===== config.mk =====
export PLATFORM = sky130hd
export DESIGN_NAME = cc_branch_unit
export DESIGN_NICKNAME = d
export VERILOG_FILES = /design/src/rtl/cc_branch_unit.sv
export SDC_FILE = /design/constraint.sdc
export NUM_CORES = 1
export LEC_CHECK = 0
export ABC_AREA = 1
export CORE_MARGIN = 4
export CORE_UTILIZATION = 25
export CTS_BUF_LIST = sky130_fd_sc_hd__clkbuf_16
export DETAILED_ROUTE_END_ITERATION = 10
export HOLD_SLACK_MARGIN = 0.15
export MAX_ROUTING_LAYER = met4
export SLEW_MARGIN = 20
export SYNTH_ARGS = -nofsm -noshare
export SYNTH_HDL_FRONTEND = slang
export SYNTH_SLANG_ARGS = --single-unit

===== constraint.sdc =====
create_clock -name clk -period 1.75 [get_ports clk]
set_clock_uncertainty 0.05 [all_clocks]
set_input_delay 0.175 -clock clk [delete_from_list [all_inputs] [get_ports clk]]
set_output_delay 0.175 -clock clk [all_outputs]
set_load 0.1 [all_outputs]

===== src/rtl/cc_branch_unit.sv =====
// ---------------------------------------------------------------------------
// cc_branch_unit
//   Condition-code generation, a condition-code register, the branch-taken
//   decision, and retired/mispredicted branch counters.
//
// Ports
//   clk              in   rising-edge clock for all state
//   clr              in   asynchronous active-high reset
//   value_in         in   result value whose sign/zero status sets the codes
//   ld_cc            in   load enable for the condition-code register
//   nzp_in           in   branch condition mask (bit2 n, bit1 z, bit0 p)
//   br_valid         in   a branch is retiring this cycle
//   predict_in       in   predicted direction of the retiring branch (1 = taken)
//   gencc_out        out  combinational one-hot nzp code of value_in
//   cc_out           out  registered condition code
//   branch_enable    out  combinational branch-taken decision
//   mispredict       out  br_valid and decision differs from prediction
//   branch_count     out  retired-branch counter (wraps)
//   mispredict_count out  mispredicted-branch counter (wraps)
// ---------------------------------------------------------------------------
module cc_branch_unit #(
  parameter int DATA_WIDTH = 16
) (
  input  logic                  clk,
  input  logic                  clr,
  input  logic [DATA_WIDTH-1:0] value_in,
  input  logic                  ld_cc,
  input  logic [2:0]            nzp_in,
  input  logic                  br_valid,
  input  logic                  predict_in,
  output logic [2:0]            gencc_out,
  output logic [2:0]            cc_out,
  output logic                  branch_enable,
  output logic                  mispredict,
  output logic [31:0]           branch_count,
  output logic [31:0]           mispredict_count
);

  logic [2:0]  cc_q, cc_d;
  logic [31:0] branch_count_q, branch_count_d;
  logic [31:0] mispredict_count_q, mispredict_count_d;

  // Sign bit is tested first, so the result is always exactly one-hot.
  always_comb begin
    gencc_out = 3'b001;
    if (value_in[DATA_WIDTH-1]) begin
      gencc_out = 3'b100;
    end else if (value_in == '0) begin
      gencc_out = 3'b010;
    end
  end

  // The decision is taken from the registered code, so a branch retiring on
  // the same edge as a cc load sees the value from before that load.
  always_comb begin
    branch_enable = |(cc_q & nzp_in);
    mispredict    = br_valid & (branch_enable != predict_in);
  end

  always_comb begin
    cc_d               = cc_q;
    branch_count_d     = branch_count_q;
    mispredict_count_d = mispredict_count_q;
    if (ld_cc) begin
      cc_d = gencc_out;
    end
    if (br_valid) begin
      branch_count_d = branch_count_q + 32'd1;
      if (mispredict) begin
        mispredict_count_d = mispredict_count_q + 32'd1;
      end
    end
  end

  always_ff @(posedge clk or posedge clr) begin
    if (clr) begin
      cc_q               <= 3'b000;
      branch_count_q     <= 32'd0;
      mispredict_count_q <= 32'd0;
    end else begin
      cc_q               <= cc_d;
      branch_count_q     <= branch_count_d;
      mispredict_count_q <= mispredict_count_d;
    end
  end

  assign cc_out           = cc_q;
  assign branch_count     = branch_count_q;
  assign mispredict_count = mispredict_count_q;

endmodule


Word-level counts from Yosys, hierarchy flattened
Cells that the tools add are included.
- bits in registers: 67
- output and inout bits: 72
- $add $sub $neg: 2
- equal/unequal tests: 1
- mux-type cells: 2
- bitwise gates (word level): 2
- reductions and logical operators: 3
- operators by type and width (cell ; count):
    adder 32 x 1 -> 32 bit, second input constant ; 2
    zero test 16 bit ; 1
    bitwise AND 3 bit ; 1
    two-way mux 3 bit ; 1
    OR reduction 3 bit ; 1
    two-way mux 2 bit ; 1
    AND reduction 2 bit ; 1
    bitwise AND 1 bit ; 1
    != test 1 bit ; 1

Longest topological paths before layout
Gate-level depths: netlist (run 1).
- depth in word-level cells: 5
- gate-level depth with buffers: 10
- depth with buffers taken out: 10

Worst setup path before layout (run 1)
OpenSTA, ideal clock, no wires.
- path type: register to register
- start: reg cc_q[0], in the netlist cc_out[0]
- end: reg mispredict_count_q[15], in the netlist mispredict_count[15]
- library setup time: 69 ps
- data arrival time: 2486 ps
- required time: 1631 ps
- path slack: -855 ps
- stages on the path, launching flop included: 9
- path buffers: 1
- clock period less this slack: 2605 ps
- cells stage by stage: dfrtp_1 -> nand2_1 -> nand3_2 -> nand2_1 -> nand2_2 -> nor2_4 -> buf_4 -> nand4_1 -> nand2_1
- word-level cells in the longest chain between the ends: 5
- RTL lines (what ; RTL line ; RTL):
    start, declared ; 39 ; logic [2:0] cc_q, cc_d;
    start signal, assigned ; 77 ; cc_q <= 3'b000;
    start signal, assigned ; 81 ; cc_q <= cc_d;
    bitwise AND 3 bit ; 56 ; branch_enable = |(cc_q & nzp_in);
    OR reduction 3 bit ; 56 ;
    via branch_enable ; 33 ; output logic branch_enable,
    != test 1 bit ; 57 ; mispredict = br_valid & (branch_enable != predict_in);
    bitwise AND 1 bit ; 57 ;
    via mispredict ; 34 ; output logic mispredict,
    AND reduction 2 bit (no source line) ; - ;
    end signal, assigned ; 83 ; mispredict_count_q <= mispredict_count_d;
    end, declared ; 41 ; logic [31:0] mispredict_count_q, mispredict_count_d;
The timed path passes the listed nets, and every way through them passes these cells.
A chain may end at the register's enable or synchronous reset.

Worst setup path after layout (run 1)
- start: reg cc_q[1], in the netlist cc_out[1]
- end: out mispredict
- word-level cells in the longest chain between the ends: 4
- RTL lines (what ; RTL line):
    bitwise AND 3 bit ; 56
    OR reduction 3 bit ; 56
    != test 1 bit ; 57
    bitwise AND 1 bit ; 57
    end, declared ; 34
No other way between the ends.

==> results.txt, run 1 <==
setup slack of the most critical reg-to-reg path -> 0.10 ns
VDD IR-drop max -> 1.52 mV
DRC -> 0
CTS tree -> yes
internal cell power -> 0.00395 W
cell row count -> 45
number of enable flip-flop cells after synthesis -> 0
clock period minus worst slack -> 1.73 ns
vertical die dimension -> 133 um
Synth Register Bits -> 67
Final Worst Setup Slack -> 0.0180 ns
average wire per cell in the routed design -> 13.1 um
initial core utilization -> 25.6%
flip-flop cell with the highest count after synthesis -> dfrtp_1
Worst Setup Start Kind -> flip-flop
clock input transition at the sequential cells of the worst setup and hold paths -> 0.05 ns
met1 layer wirelength in the final routing -> 4980 um
GR Util All Layers -> 13.6%
Combinational Power Share -> 39.5%
detailed-route via count -> 3748
initial antenna violation count -> 0
largest stage delay on the critical path -> 0.49 ns
post-DP HPWL -> 8300 um
top layer reached by signal wires -> met4
overflow left after global routing -> 0
share of synthesized registers carrying an async set or reset -> 100%
max-slew violation count -> 0
# Max-Cap Violations -> 0
top post-synthesis cells by area -> dfrtp_1 (43%), nand2_1 (17%), nor2_1 (6.4%)
routed wl met2 -> 5570 um
Post-Synthesis Net Count -> 536
setup repair after global routing missed its margin -> yes
yosys warns -> 0
First-pass DRT Iterations -> 4
maximum number of pins on one net before global-route repair -> 68
element type at the critical path end -> primary output
sequential fraction of the synthesis area -> 43.0%
ANT nets after route -> 0
Fmax -> 0.577 GHz
pre-CTS setup slack -> -0.0510 ns
proportion of total power due to net switching -> 40.2%
clock power share -> 28.7%
most common cell in the synthesized netlist -> nand2_1
Post-Syn Area -> 3900 um2
share of post-route cells with drive strength above 1 -> 34.0%
Area growth, synth to finish -> 67.7%
number of unique standard cell types used by synthesis -> 26
antenna cell count -> 0
maximum root-to-sink buffer count -> 2
post-synthesis area per instance -> 7.65 um2
clock network latency to the later pin of the worst-skew pair -> 0.33 ns
leakage power of the design -> 2.78 nW
Clock Tree Root -> clkbuf_16
total power divided by cell area -> 1010 nW/um2
final number of hold-violating endpoints -> 0
count of clock tree sinks -> 67
Num CTS Buffers -> 9
via count of the first global-routing pass -> 3924
Worst-Margin Slew -> 0.363 ns
outcome -> completed
amount of wire on met3 after detailed routing -> 466 um
critical path data arrival time -> 1.51 ns
horizontal extent of the die -> 133 um
setup violators final -> 0
final net count -> 662
required time of the worst setup path -> 1.52 ns
cell accounting for the most synthesized area -> dfrtp_1
Area after DPL -> 6130 um2
CP most frequent cell -> nand2_4
master of the slowest instance on the critical path -> dfrtp_4
Core Area -> 15300 um2
Placer Congestion -> 0.870
deepest level of the CTS H-tree -> 3
count of hold buffers inserted by post-cts repair -> 0
total wire length after detailed routing -> 11200 um
net switching power of the design -> 0.00266 W
number of standard cells after synthesis -> 510
post-route fraction of the period consumed by the critical path -> 99.0%
wire length of the first global-routing pass -> 19100 um
highest fanout seen on the critical path -> 3
setup total negative slack -> 0 ns
post-layout instance area -> 6540 um2
category of the most critical setup path -> flip-flop to primary output
part of the power in registers -> 31.8%
Final Total Pwr -> 0.00661 W
Slew HR -> 75.7%
die area -> 17700 um2
number of top-level pins -> 96
input/output buffers -> 95
most numerous cell types in the synthesized netlist -> nand2_1 (176), dfrtp_1 (67), nor2_1 (67)
HP Class -> input port to async pin
ordered list of cells on the worst path -> nand2_4 -> nand3_4 -> nand2_4 -> nand2_4 -> nor2_4 -> buf_12 -> buf_12
Vias per Instance -> 4.40
share of Yosys cell area claimed by the top area cell type -> 43.0%
DR iter-0 viols -> 223
-- per-stage QoR --
step | hold slack [ns] | cells | util (%)
after global routing | 0.288 | 852 | 42.9
final | 0.247 | 852 | 42.9
after global placement | 0.470 | 827 | 40.1
after detailed placement | 0.472 | 827 | 40.1
after CTS | 0.251 | 851 | 42.7
after floorplan | 0.274 | 510 | -
-- logic make-up after synthesis --
| group | Yosys count | synth area share (%) |
|---|---|---|
| XOR/XNOR | 29 | 6.51 |
| flip-flops | 67 | 43.0 |
| AO/OA/AOI/OAI | 17 | 2.18 |
| AND/OR/NAND/NOR | 344 | 42.4 |
| adder cells (fa/ha/maj) | 2 | 0.641 |
| buffers and inverters | 51 | 5.32 |
-- critical path: cells and delay by family (launching register included) --
| family | cells | cell delay [ns] |
|---|---|---|
| buffers and inverters | 2 | 0.28 |
| and+or+nand+nor | 5 | 0.42 |
| DFF | 1 | 0.49 |
-- power by group through the flow --
stage	registers, W	logic, W	clock network (W)
after global routing	0.00214	0.00272	0.00201
after detailed placement	0.00213	0.00258	0
final	0.00210	0.00261	0.00189
after global placement	0.00212	0.00256	0
after floorplan	0.00310	0.000586	0
after CTS	0.00210	0.00263	0.00194
-- repair_timing --
item / in CTS / in global routing
cloned: 1 / 0
pin swaps: 6 / 5
setup endpoints to repair: 1 / 3
setup buffers: 7 / 1
gates resized for setup: 0 / 3
-- path summary, 6_finish.rpt --
path                                     start                    to  depth (start not counted)
max in group asynchronous                  clr   mispredict_count[1]                          3
max                                  cc_out[1]            mispredict                          7
min reg2reg                    branch_count[8]       branch_count[8]                          1
max reg2reg                mispredict_count[0]  mispredict_count[28]                         10
min in group clk               branch_count[8]       branch_count[8]                          1
min                                        clr       branch_count[4]                          3
-- placed cells by master, fill, tap and decap left out, types with 11 or more instances in the layout --
master,count
nand2_2,11
xnor2_1,14
nor2_1,65
dfrtp_2,49
nor2_4,11
inv_1,43
nand4_1,21
buf_4,23
o21ai_0,11
xor2_1,15
clkdlybuf4s50_1,23
nand2_1,167
dfrtp_1,11
nand3b_1,20
buf_12,75
nand3_1,17
-- state kept, by name (all words and copies together), names as in the netlist --
signal / count
mispredict_count: 32
branch_count: 32
cc_out: 3
-- area by class of cell --
type / count / area, um2
clock inverter: 7 / 82.6
inverter: 44 / 169
multi-input combinational: 392 / 2100
timing repair buffer: 122 / 1940
fill: 1463 / 8720
clock buffer: 9 / 225
tap: 211 / 264
sequential: 67 / 1760
-- per-layer routing --
metal / vias up / track usage, %
met3: 18 / 3.27
met2: 90 / 22.7
met4: 0 / 3.87
met5: - / -
li1: 1869 / -
met1: 1771 / 16.4
No activity file was read; power rests on OpenSTA's default activity.
==> run 2: changes to the inputs <==
Settings changed: CAP_MARGIN set to 20, RECOVER_POWER set to 100.
==> results.txt, run 2 (same netlist as run 1, synthesis figures left out) <==
r2r endpoint -> mispredict_count[26]
VDD IR-drop max -> 1.52 mV
share of post-route cells with drive strength above 1 -> 29.6%
post-DP HPWL -> 8300 um
Reg2Reg Launch Point -> mispredict_count[13]
Fmax -> 0.577 GHz
horizontal extent of the die -> 133 um
required time of the worst setup path -> 1.52 ns
count of clock tree sinks -> 67
hold depth -> 2
ordered list of cells on the worst path -> nand2_4 -> nand3_4 -> nand2_4 -> nand2_4 -> nor2_4 -> buf_12 -> buf_12
number of top-level pins -> 96
vertical die dimension -> 133 um
Clock Tree Root -> clkbuf_16
# Max-Cap Violations -> 0
post-layout instance area -> 6450 um2
pre-CTS setup slack -> -0.0510 ns
clock period minus worst slack -> 1.73 ns
Area growth, synth to finish -> 65.2%
critical path data arrival time -> 1.51 ns
Worst Setup Start Kind -> flip-flop
outcome -> completed
Area after DPL -> 6130 um2
CP most frequent cell -> nand2_4
Final Worst Setup Slack -> 0.0180 ns
overflow left after global routing -> 0
input/output buffers -> 95
Post-Route Utilization -> 42.2%
final number of hold-violating endpoints -> 0
Worst-Margin Slew -> 0.938 ns
max-slew violation count -> 0
Num CTS Buffers -> 9
detailed-route via count -> 3726
element type at the critical path end -> primary output
ANT nets after route -> 0
via count of the first global-routing pass -> 3924
initial antenna violation count -> 0
worst reg2reg path depth -> 7
setup violators final -> 0
end point of the worst hold path -> mispredict_count[31]
clock network latency to the later pin of the worst-skew pair -> 0.33 ns
total wire length after detailed routing -> 11200 um
wire length of the first global-routing pass -> 19100 um
maximum number of pins on one net before global-route repair -> 68
Placer Congestion -> 0.870
top library cells by usage in the layout, fill and taps aside -> nand2_1 (167), buf_12 (71), nor2_1 (65), inv_1 (43), dfrtp_1 (38)
cell row count -> 45
master of the slowest instance on the critical path -> dfrtp_4
First-pass DRT Iterations -> 4
setup total negative slack -> 0 ns
leakage power of the design -> 2.80 nW
DRC -> 0
largest stage delay on the critical path -> 0.49 ns
antenna cell count -> 0
category of the most critical setup path -> flip-flop to primary output
highest fanout seen on the critical path -> 3
total power divided by cell area -> 1020 nW/um2
initial core utilization -> 25.6%
CTS tree -> yes
final net count -> 662
Vias per Instance -> 4.37
deepest level of the CTS H-tree -> 3
most common library cell in the layout ignoring fill and taps -> nand2_1
Slew HR -> 37.5%
die area -> 17700 um2
clock input transition at the sequential cells of the worst setup and hold paths -> 0.06 ns
maximum root-to-sink buffer count -> 2
GR Util All Layers -> 13.6%
average wire per cell in the routed design -> 13.1 um
HP Class -> flip-flop to flip-flop
Core Area -> 15300 um2
DR iter-0 viols -> 218
setup slack of the most critical reg-to-reg path -> 0.10 ns
post-route fraction of the period consumed by the critical path -> 99.0%
setup repair after global routing missed its margin -> yes
worst hold path startpoint -> mispredict_count[31]
run 2: timing repair:
action                                 CTS  global route
buffers inserted                         7             1
hold buffers                             0             0
pin swaps                                6             5
resized for setup                        0             3
cloned                                   1             0
endpoints found under the hold margin    0             0
setup endpoints to repair                1             3
run 2: how the worst max path moves through the flow:
stage	from	end	slack, ns	cells after the start
4_1_cts	cc_out[1]	mispredict	-0.03	7
5_1_grt	cc_out[1]	mispredict	-0.06	7
3_3_place_gp	br_valid	branch_count[30]	-0.02	9
2_1_floorplan	cc_out[2]	mispredict_count[15]	-0.23	8
6_report	cc_out[1]	mispredict	0.02	7
3_5_place_dp	br_valid	branch_count[30]	-0.05	9
run 2: final cells by class:
type | instances | area [um2]
fill | 1482 | 8810
clock buffer | 9 | 225
inverter | 44 | 169
tap | 211 | 264
clock inverter | 7 | 82.6
timing repair buffer | 122 | 1880
multi-input combinational | 392 | 2100
sequential | 67 | 1730
run 2: through the flow:
step,cells,total power [W],hold WS (ns)
after floorplan,510,0.00368,0.274
after global placement,827,0.00468,0.470
after detailed placement,827,0.00471,0.472
after CTS,851,0.00667,0.251
after global routing,852,0.00684,0.519
final,852,0.00659,0.464
run 2: where the power goes:
group	total [W]	internal [W]	switching, W
clock network	0.00189	0.00123	0.000665
logic	0.00260	0.000951	0.00165
registers	0.00209	0.00175	0.000343
run 2: routing by layer:
metal	track usage [%]	vias up	share of wire, %
met2	22.7	83	50
met3	3.27	19	4.1
met1	16.4	1758	44
met5	-	-	0
met4	3.87	0	1.8
li1	-	1866	-
run 2: critical path: cells and delay by family, from the launching register on:
| kind | cells | cell delay [ns] |
|---|---|---|
| flip-flops | 1 | 0.49 |
| buffers and inverters | 2 | 0.28 |
| AND/OR/NAND/NOR | 5 | 0.42 |
==> run 3: changes to the inputs <==
Settings changed: CTS_CLUSTER_DIAMETER set to 120.
==> results of run 3 <==
The final DEF is identical to that of run 2; final timing and power are the same.
==> edit: new RTL, settings of run 2 <==
Set the parameter `DATA_WIDTH` to 32 (it was 16).
--- a/src/rtl/cc_branch_unit.sv
+++ b/src/rtl/cc_branch_unit.sv
@@ -19,7 +19,7 @@
 //   mispredict_count out  mispredicted-branch counter (wraps)
 // ---------------------------------------------------------------------------
 module cc_branch_unit #(
-  parameter int DATA_WIDTH = 16
+  parameter int DATA_WIDTH = 32
 ) (
   input  logic                  clk,
   input  logic                  clr,
Ports: changed (resized value_in); port bits go from 96 to 112. No check against the original RTL was run, so the function may have changed too.
==> edit against run 2 <==
The flow now finishes with violations (negative setup slack); setup slack got worse by 0.034 ns; sequential cell count unchanged; die area increased by 4.9%; routed wire length increased by 5.0%; area after synthesis increased by 5.3%; clock power increased by 11%; power increased by 0.99%; cell area increased by 6.0%; largest cell class unchanged.
==> edit: results (changes against run 2) <==
| Metric | Value |
|---|---|
| Status | `complete, but fails checks` |
| Failing checks | `negative setup slack` |
| Reg2reg path depth | `10 (+3)` |
| Layout Nets | `739 (+12%)` |
| Hold Crit Start | `ld_cc` |
| Wire per inst | `12.8 um (-2.5%)` |
| Lkg Pwr | `2.98 nW (+6.6%)` |
| Non-clk bufs | `136 (+11%)` |
| Clock buf/inv share | `0.0500 (+0.00222)` |
| Compound-Gate Fraction of Synth Area | `0.0244 (+0.00257)` |
| Setup WS post-layout | `-0.0161 ns (-0.0341 ns)` |
| Worst R2R End | `mispredict_count[7]$_DFFE_PP0P_` |
| Fraction of area in multi-input gates | `0.321 (-0.00426)` |
| Total track usage | `0.136 (-0.000136)` |
| Register area share after synthesis | `0.408 (-0.0215)` |
| Multi-input comb cells | `419 (+6.9%)` |
| Top cells by count, synth | `nand2_1 (184), nor2_1 (75), dfrtp_1 (67), inv_1 (63), nand3_1 (31)` |
| Syn Nets | `600 (+12%)` |
| GPL Wtd Cong | `0.848 (-2.6%)` |
| XOR/XNOR share of the synthesized area | `0.0533 (-0.0118)` |
| Final HPWL DP | `8.80 mm (+6.0%)` |
| Netlist cell types | `30 (+15%)` |
| Worst-margin pin slew | `0.958 ns (+0.0204 ns)` |
| Worst Hold Class | `input port to flop` |
| Final setup fails | `1 (+1)` |
| Flop+latch power | `2.02 mW (-3%)` |
| Worst hold stages | `3 (+1)` |
| First-pass GRT wire length | `19.1 mm (+0.15%)` |
| Internal power | `4.07 mW (+3.7%)` |
| Total clock network power | `2.09 mW (+11%)` |
| Worst r2r src | `cc_out[2]$_DFFE_PP0P_` |
| Vias in the first global route | `3874 (-1.3%)` |
| Inverters, non-clock | `64 (+45%)` |
| 1st-iter DRT viols | `242 (+11%)` |
==> edit: changes by cell type after synthesis, sizes merged, moves of 3 or more <==
cell	before	now
xor2	15	11
inv	44	64
nand2	185	193
nand3b	20	15
o21ai	17	20
nor2	84	92
nand4	22	27
nand3	21	34
==> edit: routing by layer <==
metal | global-route usage | up-vias
li1 | - | 2043
met1 | 0.175 | 1803
met2 | 0.206 | 118
met3 | 0.0311 | 14
met4 | 0.0554 | 0
met5 | - | -
==> edit: through the flow <==
stage | setup slack, ns | hold WS [ns] | cell area, sq um | instances | setup TNS (ns)
floorplan | -0.257 | 0.265 | 4270 | 558 | -5.15
global placement | 0.00772 | 0.475 | 6450 | 894 | 0
detailed placement | -0.0248 | 0.479 | 6450 | 894 | -0.0602
CTS | -0.0443 | 0.259 | 6880 | 918 | -0.0443
global route | -0.0801 | 0.410 | 6840 | 918 | -0.183
finish | -0.0161 | 0.389 | 6840 | 918 | -0.0161
